==> config.mk <==
export PLATFORM = sky130hd
export DESIGN_NAME = msg_rx_deframer
export DESIGN_NICKNAME = d
export VERILOG_FILES = /design/src/rtl/msg_rx_deframer.sv
export SDC_FILE = /design/constraint.sdc
export NUM_CORES = 1
export LEC_CHECK = 0
export CORE_ASPECT_RATIO = 0.7
export CORE_MARGIN = 2
export CORE_UTILIZATION = 47
export DETAILED_ROUTE_END_ITERATION = 12
export PLACE_DENSITY = 0.82
export SLEW_MARGIN = 20
export SYNTH_ARGS = -nofsm -noshare
export SYNTH_HDL_FRONTEND = slang
export SYNTH_SLANG_ARGS = --single-unit
==> constraint.sdc <==
create_clock -name clk_200MHz -period 2.65 [get_ports clk_200MHz]
set_input_delay 0.265 -clock clk_200MHz [delete_from_list [all_inputs] [get_ports clk_200MHz]]
set_output_delay 0.265 -clock clk_200MHz [all_outputs]
set_load 0.01 [all_outputs]
==> src/rtl/msg_rx_deframer.sv <==
// Receive-side message deframer: filters on destination UID, strips the header word,
// checks declared length against TLAST and forwards payload through a 2-entry skid buffer.
module msg_rx_deframer #(
    parameter logic [7:0]  LOCAL_UID         = 8'h02,
    parameter logic [15:0] MAX_PAYLOAD_BYTES = 16'd1024
) (
    input  logic        clk_200MHz,
    input  logic        peripheral_aresetn,

    input  logic [31:0] input_r_TDATA,
    input  logic        input_r_TLAST,
    input  logic        input_r_TVALID,
    output logic        input_r_TREADY,

    output logic [31:0] output_r_TDATA,
    output logic        output_r_TLAST,
    output logic [7:0]  output_r_TUSER,
    output logic        output_r_TERR,
    output logic        output_r_TVALID,
    input  logic        output_r_TREADY,

    output logic [15:0] msg_count,
    output logic [15:0] drop_count,
    output logic [15:0] len_err_count
);

    typedef enum logic [1:0] {
        StHdr     = 2'd0,
        StPayload = 2'd1,
        StDrop    = 2'd2
    } state_e;

    typedef struct packed {
        logic [31:0] data;
        logic        last;
        logic [7:0]  user;
        logic        err;
    } beat_t;

    state_e      state_q, state_d;
    logic [8:0]  remaining_q, remaining_d;
    logic [7:0]  tx_uid_q, tx_uid_d;
    logic        tready_q, tready_d;
    logic        valid_q, valid_d;
    logic [1:0]  cnt_q, cnt_d;
    beat_t       ent0_q, ent0_d;
    beat_t       ent1_q, ent1_d;
    logic [15:0] msg_count_q, drop_count_q, len_err_count_q;

    logic        in_fire, out_fire;
    logic        push;
    beat_t       push_beat;
    logic        msg_inc, drop_inc, err_inc;

    logic [7:0]  hdr_rx_uid, hdr_tx_uid;
    logic [15:0] hdr_len;
    logic        hdr_legal;
    logic        rem_is_one;

    assign hdr_rx_uid = input_r_TDATA[31:24];
    assign hdr_tx_uid = input_r_TDATA[23:16];
    assign hdr_len    = input_r_TDATA[15:0];
    assign hdr_legal  = (hdr_rx_uid == LOCAL_UID) && (hdr_len != 16'd0) &&
                        (hdr_len[1:0] == 2'b00) && (hdr_len <= MAX_PAYLOAD_BYTES) &&
                        !input_r_TLAST;
    assign rem_is_one = (remaining_q == 9'd1);

    assign in_fire  = input_r_TVALID && tready_q;
    assign out_fire = valid_q && output_r_TREADY;

    // Message framing: decide what the accepted beat does.
    always_comb begin
        state_d     = state_q;
        remaining_d = remaining_q;
        tx_uid_d    = tx_uid_q;
        push        = 1'b0;
        push_beat   = '0;
        msg_inc     = 1'b0;
        drop_inc    = 1'b0;
        err_inc     = 1'b0;

        if (in_fire) begin
            unique case (state_q)
                StHdr: begin
                    if (hdr_legal) begin
                        tx_uid_d    = hdr_tx_uid;
                        // Legal length is at most 1024 bytes, so the word count fits 9 bits.
                        remaining_d = hdr_len[10:2];
                        state_d     = StPayload;
                    end else begin
                        drop_inc = 1'b1;
                        state_d  = input_r_TLAST ? StHdr : StDrop;
                    end
                end
                StPayload: begin
                    push           = 1'b1;
                    push_beat.data = input_r_TDATA;
                    push_beat.user = tx_uid_q;
                    if (input_r_TLAST) begin
                        push_beat.last = 1'b1;
                        push_beat.err  = !rem_is_one;
                        msg_inc        = rem_is_one;
                        err_inc        = !rem_is_one;
                        state_d        = StHdr;
                    end else if (rem_is_one) begin
                        // Overlong: close the message here and discard the excess.
                        push_beat.last = 1'b1;
                        push_beat.err  = 1'b1;
                        err_inc        = 1'b1;
                        state_d        = StDrop;
                    end else begin
                        remaining_d = remaining_q - 9'd1;
                    end
                end
                StDrop: begin
                    if (input_r_TLAST) begin
                        state_d = StHdr;
                    end
                end
                default: state_d = StHdr;
            endcase
        end
    end

    // Skid buffer: ent0 is the head and drives the outputs directly.
    always_comb begin
        cnt_d  = cnt_q;
        ent0_d = ent0_q;
        ent1_d = ent1_q;
        case ({push, out_fire})
            2'b10: begin
                if (cnt_q == 2'd0) begin
                    ent0_d = push_beat;
                end else begin
                    ent1_d = push_beat;
                end
                cnt_d = cnt_q + 2'd1;
            end
            2'b01: begin
                ent0_d = ent1_q;
                cnt_d  = cnt_q - 2'd1;
            end
            2'b11: begin
                if (cnt_q == 2'd1) begin
                    ent0_d = push_beat;
                end else begin
                    ent0_d = ent1_q;
                    ent1_d = push_beat;
                end
            end
            default: ;
        endcase
        valid_d  = (cnt_d != 2'd0);
        // Registered ready only drops once both slots are taken.
        tready_d = (cnt_d != 2'd2);
    end

    always_ff @(posedge clk_200MHz) begin
        if (!peripheral_aresetn) begin
            state_q         <= StHdr;
            remaining_q     <= '0;
            tx_uid_q        <= '0;
            tready_q        <= 1'b0;
            valid_q         <= 1'b0;
            cnt_q           <= '0;
            ent0_q          <= '0;
            ent1_q          <= '0;
            msg_count_q     <= '0;
            drop_count_q    <= '0;
            len_err_count_q <= '0;
        end else begin
            state_q     <= state_d;
            remaining_q <= remaining_d;
            tx_uid_q    <= tx_uid_d;
            tready_q    <= tready_d;
            valid_q     <= valid_d;
            cnt_q       <= cnt_d;
            ent0_q      <= ent0_d;
            ent1_q      <= ent1_d;
            if (msg_inc) begin
                msg_count_q <= msg_count_q + 16'd1;
            end
            if (drop_inc) begin
                drop_count_q <= drop_count_q + 16'd1;
            end
            if (err_inc) begin
                len_err_count_q <= len_err_count_q + 16'd1;
            end
        end
    end

    assign input_r_TREADY  = tready_q;
    assign output_r_TDATA  = ent0_q.data;
    assign output_r_TLAST  = ent0_q.last;
    assign output_r_TUSER  = ent0_q.user;
    assign output_r_TERR   = ent0_q.err;
    assign output_r_TVALID = valid_q;
    assign msg_count       = msg_count_q;
    assign drop_count      = drop_count_q;
    assign len_err_count   = len_err_count_q;

endmodule
==> Word-level counts from Yosys, hierarchy flattened <==
Cells that the tools add are included.
W data, S select, Z words.
{ "word_totals": {"reg_bits": 155, "in_bits": 37, "output_inout_bits": 92, "elab_cells": 94} }
{ "op_classes": {"addsub": 6, "magnitude_cmp": 1, "eq_ne": 17, "mux": 32, "n_reduce_logical": 21} }
{ "op_table": {"columns": ["cell", "n"], "rows": [
  ["$mux W42", 6],
  ["$pmux W42 S3", 1],
  ["$pmux W42 S2", 1],
  ["$add A16 B1 Y16 const B", 3],
  ["$mux W9", 3],
  ["$pmux W9 S2", 1],
  ["$le A16 B11 Y1 const B", 1],
  ["$ne A2 B2 Y1 const B", 8],
  ["$reduce_bool A16 Y1", 1],
  ["$mux W1", 13],
  ["$mux W2", 5],
  ["$eq A9 B1 Y1 const B", 1],
  ["$reduce_and A3 Y1", 3],
  ["$sub A9 B1 Y9 const B", 1],
  ["$eq A8 B2 Y1 const B", 1],
  ["$eq A2 B1 Y1 const B", 3],
  ["$eq A2 B2 Y1 const B", 3],
  ["$logic_and A1 B1 Y1", 6],
  ["$logic_not A2 Y1", 3],
  ["$pmux W2 S3", 1],
  ["$reduce_bool A2 Y1", 3],
  ["$reduce_and A5 Y1", 1],
  ["$pmux W2 S2", 1],
  ["$ne A3 B3 Y1 const B", 1],
  ["5 further kinds", 6]
]} }

==> Longest topological paths before layout <==
{ "logic_depth": {"depth_word": 8, "ltp_mapped": 14, "ltp_nobuf": 10} }

==> Worst setup path before layout <==
OpenSTA, ideal clock, no wires.
{ "synth_timing": {"kind": "register -> register", "start": "register state_q[0]", "end": "register ent1_q[10] (netlist bit)", "setup_time_ns": 0.070, "arrival_time_ns": 2.492, "t_required_ns": 2.580, "setup_slack_ns": 0.087, "stages_incl_launch_ff": 14, "n_path_buf": 5, "period_less_slack_ns": 2.563, "path_cell_list": "dfxtp_1 buf_2 and2b_1 nand3_2 inv_2 buf_2 buf_2 ha_1 clkbuf_1 o21ai_0 a21oi_1 clkbuf_1 nand3_1 a21oi_1"} }
{ "synth_between": {"elab_chain_len": 6, "word_cells_on_any_way": 14, "cone_classes": "eq/ne (5); mux (7); reduce/logical (2)"} }
{ "synth_lines": {"columns": ["item", "line", "source"], "rows": [
  ["start: declaration", "40", "state_e state_q, state_d;"],
  ["start signal: assignment", "160", "state_q <= StHdr;"],
  ["start signal: assignment", "172", "state_q <= state_d;"],
  ["$eq A2 B1 Y1 (*)", "83", "unique case (state_q)"],
  ["$mux W1", "83", null],
  ["$mux W1", "82", "if (in_fire) begin"],
  ["$eq A2 B2 Y1", "130", "case ({push, out_fire})"],
  ["$ne A2 B2 Y1 (no line) or $reduce_bool A2 Y1 (tied branches)", null, null],
  ["$reduce_and A3 Y1 (no line)", null, null],
  ["end signal: assignment", "179", "ent1_q <= ent1_d;"],
  ["end: declaration", "47", "beat_t ent1_q, ent1_d;"]
]} }
Every way passes the cells marked *; elsewhere a longest branch is shown, timed or not. The select of a mux whose other input is x is not followed.
A chain may end at the register's enable or synchronous reset.

==> Worst setup path in the final report <==
{ "layout_timing": {"start": "register remaining_q[1]", "end": "register len_err_count_q[11] (netlist: len_err_count[11])"} }
{ "layout_between": {"elab_chain_len": 5, "word_cells_on_any_way": 6, "cone_classes": "eq/ne (1); mux (4); reduce/logical (1)"} }
{ "layout_lines": {"columns": ["item", "line", "source"], "rows": [
  ["start: declaration", "41", "logic [8:0] remaining_q, remaining_d;"],
  ["start signal: assignment", "173", "remaining_q <= remaining_d;"],
  ["$eq A9 B1 Y1 (*)", "66", "assign rem_is_one = (remaining_q == 9'd1);"],
  ["$mux W1 or $logic_not A1 Y1 (tied branches)", "105, 103", null],
  ["$mux W1 (*)", "99", "if (input_r_TLAST) begin"],
  ["$mux W1 (*)", "83", null],
  ["$mux W1 (*)", "82", null],
  ["end signal: assignment", "187", "len_err_count_q <= len_err_count_q + 16'd1;"],
  ["end: declaration", "48", "logic [15:0] msg_count_q, drop_count_q, len_err_count_q;"]
]} }
Every way passes the cells marked *; elsewhere a longest branch is shown, timed or not.

==> results.cfg <==
[routing]
drtAntennaViolNets = 0
wl_met2_um = 8370
total_detailed_routing_wirelength_um = 18900
routed_wl_met3_um = 1610
via_count = 6676
dr.max_layer_used = met4
count_of_unresolved_drc_violations_after_routing = 0
dr.first_iter.drc_count = 518
wl_met1_um = 8780
drt-pass1-iter-count = 5
wl_per_cell_um = 16.4
avgViaCountPerCell = 5.78

[grt]
number_of_global_route_vias_before_repair = 6059
grt.overflow.total = 0
pin_count_of_the_biggest_net_entering_global_routing = 51
grt_antenna_before_repair = 0
groute.usage.overall_pct = 24.1
grt_pass1_wl_um = 30700

[synth]
synth_area_um2 = 6940
synth_top_cells_by_area = sky130_fd_sc_hd__dfxtp_1 45%, sky130_fd_sc_hd__a21oi_1 5.0%, sky130_fd_sc_hd__a221oi_1 5.0%
synth_cells = 819
synth.top_cell.area_share_pct = 44.7
number_of_register_bits_inferred_by_synthesis = 155
synth.net_count = 869
synth_top_flop_cell = sky130_fd_sc_hd__dfxtp_1
synth.avg_cell_area_um2 = 8.48
synth.lib_cells_used.distinct = 57
synth-edff-count = 0
synth-seq-area-share_pct = 44.7
yosysWarnings = 0
post-synth-top-area-cell = sky130_fd_sc_hd__dfxtp_1
synthArstFlopShare_pct = 0

[finish]
most_common_cell_after_layout_fill_and_taps_aside = sky130_fd_sc_hd__dfxtp_1
fillers = 1238
synthToLayoutAreaGrowth_pct = 33.4
layout.core_utilization_pct = 63.5
multi_input_comb_area_um2 = 3600
antennaDiodeCount = 0
sequential_cell_area_um2 = 3100
final_net_count = 997
layout_common_cells = 155 x sky130_fd_sc_hd__dfxtp_1, 128 x sky130_fd_sc_hd__clkdlybuf4s50_1, 81 x sky130_fd_sc_hd__nor2_1, 77 x sky130_fd_sc_hd__nand2_1, 68 x sky130_fd_sc_hd__a21oi_1
post_route_cells_drive_above_1_share_pct = 12.2

[timing]
final-hold-violation-count = 0
tightestPinTransition_ns = 0.645
period_share_pct = 93.8
clk_skew_ns = 0.0110
maxSlewHeadroom_pct = 57.0
max_freq_mhz = 402
finalCriticalPeriod_ns = 2.49
setup_viol_count_final = 0
total_negative_setup_slacks_ns = 0
max_slew_violation_count = 0
rsz0062_at_grt = true

[clock_network]
clock_latency_ns = 0.43
clock_tree_from_tritoncts = built
clock_tree.htree_level_count = 4
clockRootBuffer = sky130_fd_sc_hd__clkbuf_16
clock_sink_count = 155
numCtsBuffers = 17
hold_buffers_post_cts = 0
clock_tree.buffer_depth = 2
path_clk_slew_ns = 0.07

[power]
leakagePower_uw = 0.00308
irDropWorstVdd_mv = 0.358
p_int_uw = 3760
p_per_area_nw_per_um2 = 539
power.share.switching_pct = 24.6
sequential_power_share_pct = 46.8
total_switching_power_uw = 1230
power_frac_clock_pct = 49.2
p_comb_share_pct = 4.0

[floorplanning]
top_level_ports = 129
row_count = 37
fp.dieArea_um2 = 15800
core_region_area_um2 = 14600
fp.dieH_um = 106
initial_core_util_pct = 47.6
chipWidth_um = 149

[worst_setup_path]
r2r.worst_path.cells = 9
worst-setup-path-type = flop to flop
timing.rr.end = len_err_count[11]
crit_start = remaining_q[1]
worst_setup_path_end_kind = flop
worstPathRequired_ns = 3.01
crit_path_max_fanout = 7
regToRegSetupSlack_ns = 0.16
start_kind = flop
cp_data_arrival_time_ns = 2.84
setup.worst_path.end = len_err_count[11]
critical_path.reg2reg.startpoint = remaining_q[1]

[placed_design]
portBuffers = 128
place_hpwl_um = 12600
routabilityCongestion = 0.879

[worst_hold_path]
holdCritPathClass = flop to flop

[status]
run_status = complete, no violations

[job]
max_cap_violations = 0
==> worst max-delay path, cell delays in order (launching register included) <==
cell	delay (ns)
sky130_fd_sc_hd__dfxtp_1	0.33
sky130_fd_sc_hd__inv_1	0.08
sky130_fd_sc_hd__ha_1	0.13
sky130_fd_sc_hd__or4b_1	0.47
sky130_fd_sc_hd__nor2_2	0.16
sky130_fd_sc_hd__inv_1	0.11
sky130_fd_sc_hd__ha_4	0.30
sky130_fd_sc_hd__nand4_1	0.24
sky130_fd_sc_hd__or3_1	0.44
sky130_fd_sc_hd__a21oi_1	0.15
==> state kept, by name, summed over array words and instances, names as in the netlist, 2 cells and up <==
signal          flops
drop_count         16
remaining_q         9
ent1_q             42
len_err_count      16
cnt_q               2
msg_count          16
output_r_TDATA     32
output_r_TUSER      8
state_q             2
tx_uid_q            8
==> layer usage <==
layer	vias up	GRT usage, %
met2	294	36.0
met5	-	0
met4	0	5.92
li1	3230	-
met1	3130	34.8
met3	22	5.89
==> cell type report <==
cell class | count | area share, %
Multi-Input combinational cell | 587 | 38.8
Sequential cell | 155 | 33.5
Timing Repair Buffer | 169 | 17.8
Clock buffer | 17 | 4.59
Tap cell | 195 | 2.63
Clock inverter | 15 | 1.93
Inverter | 17 | 0.716
==> cell usage after synthesis, types with 2 or more instances <==
cell type / instances
sky130_fd_sc_hd__nor3b_1: 4
sky130_fd_sc_hd__nor4_4: 3
sky130_fd_sc_hd__or3b_2: 2
sky130_fd_sc_hd__xor2_1: 5
sky130_fd_sc_hd__and3_1: 5
sky130_fd_sc_hd__buf_2: 8
sky130_fd_sc_hd__a221oi_1: 40
sky130_fd_sc_hd__a21oi_1: 70
sky130_fd_sc_hd__nor4_1: 9
sky130_fd_sc_hd__inv_2: 2
sky130_fd_sc_hd__and2_0: 2
sky130_fd_sc_hd__or4_1: 13
sky130_fd_sc_hd__o211ai_1: 6
sky130_fd_sc_hd__dfxtp_1: 155
sky130_fd_sc_hd__a211oi_1: 3
sky130_fd_sc_hd__ha_1: 13
sky130_fd_sc_hd__inv_1: 15
sky130_fd_sc_hd__mux2i_1: 14
sky130_fd_sc_hd__o31ai_1: 3
sky130_fd_sc_hd__o31ai_2: 7
sky130_fd_sc_hd__or3_1: 14
sky130_fd_sc_hd__and4_1: 3
sky130_fd_sc_hd__nand3_1: 56
sky130_fd_sc_hd__nand2_1: 77
sky130_fd_sc_hd__nand2b_1: 6
sky130_fd_sc_hd__o21ai_1: 9
sky130_fd_sc_hd__xnor2_1: 16
sky130_fd_sc_hd__clkbuf_1: 48
sky130_fd_sc_hd__nor2_1: 84
sky130_fd_sc_hd__nand4_1: 12
sky130_fd_sc_hd__a21oi_2: 10
sky130_fd_sc_hd__o21ai_0: 19
sky130_fd_sc_hd__nor3_1: 62
==> through the flow <==
stage | hold WS, ns | cell area (um2) | instances | setup slack, ns | power (uW)
after floorplan | 0.412 | 6940 | 819 | 0.0873 | 2460
after global placement | 0.438 | 8600 | 1121 | 0.0843 | 2580
after detailed placement | 0.444 | 8600 | 1121 | 0.0310 | 2580
after CTS | 0.451 | 9210 | 1153 | 0.00654 | 5020
after global routing | 0.468 | 9270 | 1155 | 0.0137 | 5140
final | 0.450 | 9270 | 1155 | 0.165 | 4990
==> kinds of logic after synthesis <==
logic type	after synthesis	share of synthesized area (%)
AOI/OAI and AO/OA	179	17.6
xor gates and xnor gates	21	2.65
adders and majority gates	13	2.34
buffers and inverters	77	4.63
DFF	155	44.7
muxes	14	2.02
and+or+nand+nor	360	26.0
==> what timing repair did <==
item | 4_1_cts | 5_1_grt
setup endpoints to repair | 0 | 21
gates resized for setup | 0 | 7
setup buffers | 0 | 2
hold endpoints to repair | 0 | 0
==> power groups by stage <==
stage / registers, uW / clock network, uW / logic (uW)
6_report: 2340 / 2450 / 198
4_1_cts: 2340 / 2490 / 195
5_1_grt: 2340 / 2600 / 212
3_5_place_dp: 2390 / 0 / 194
2_1_floorplan: 2390 / 0 / 70.7
3_3_place_gp: 2390 / 0 / 193
==> how the worst min path moves through the flow <==
stage	startpoint	to	cells after the start
after floorplan	input_r_TDATA[16]	tx_uid_q[0]	2
final	ent1_q[4]	ent1_q[4]	2
after global routing	ent1_q[12]	ent1_q[12]	2
after detailed placement	ent1_q[12]	ent1_q[12]	2
after CTS	ent1_q[4]	ent1_q[4]	2
after global placement	ent1_q[6]	ent1_q[6]	2
Power figures use the tool's default switching activity.
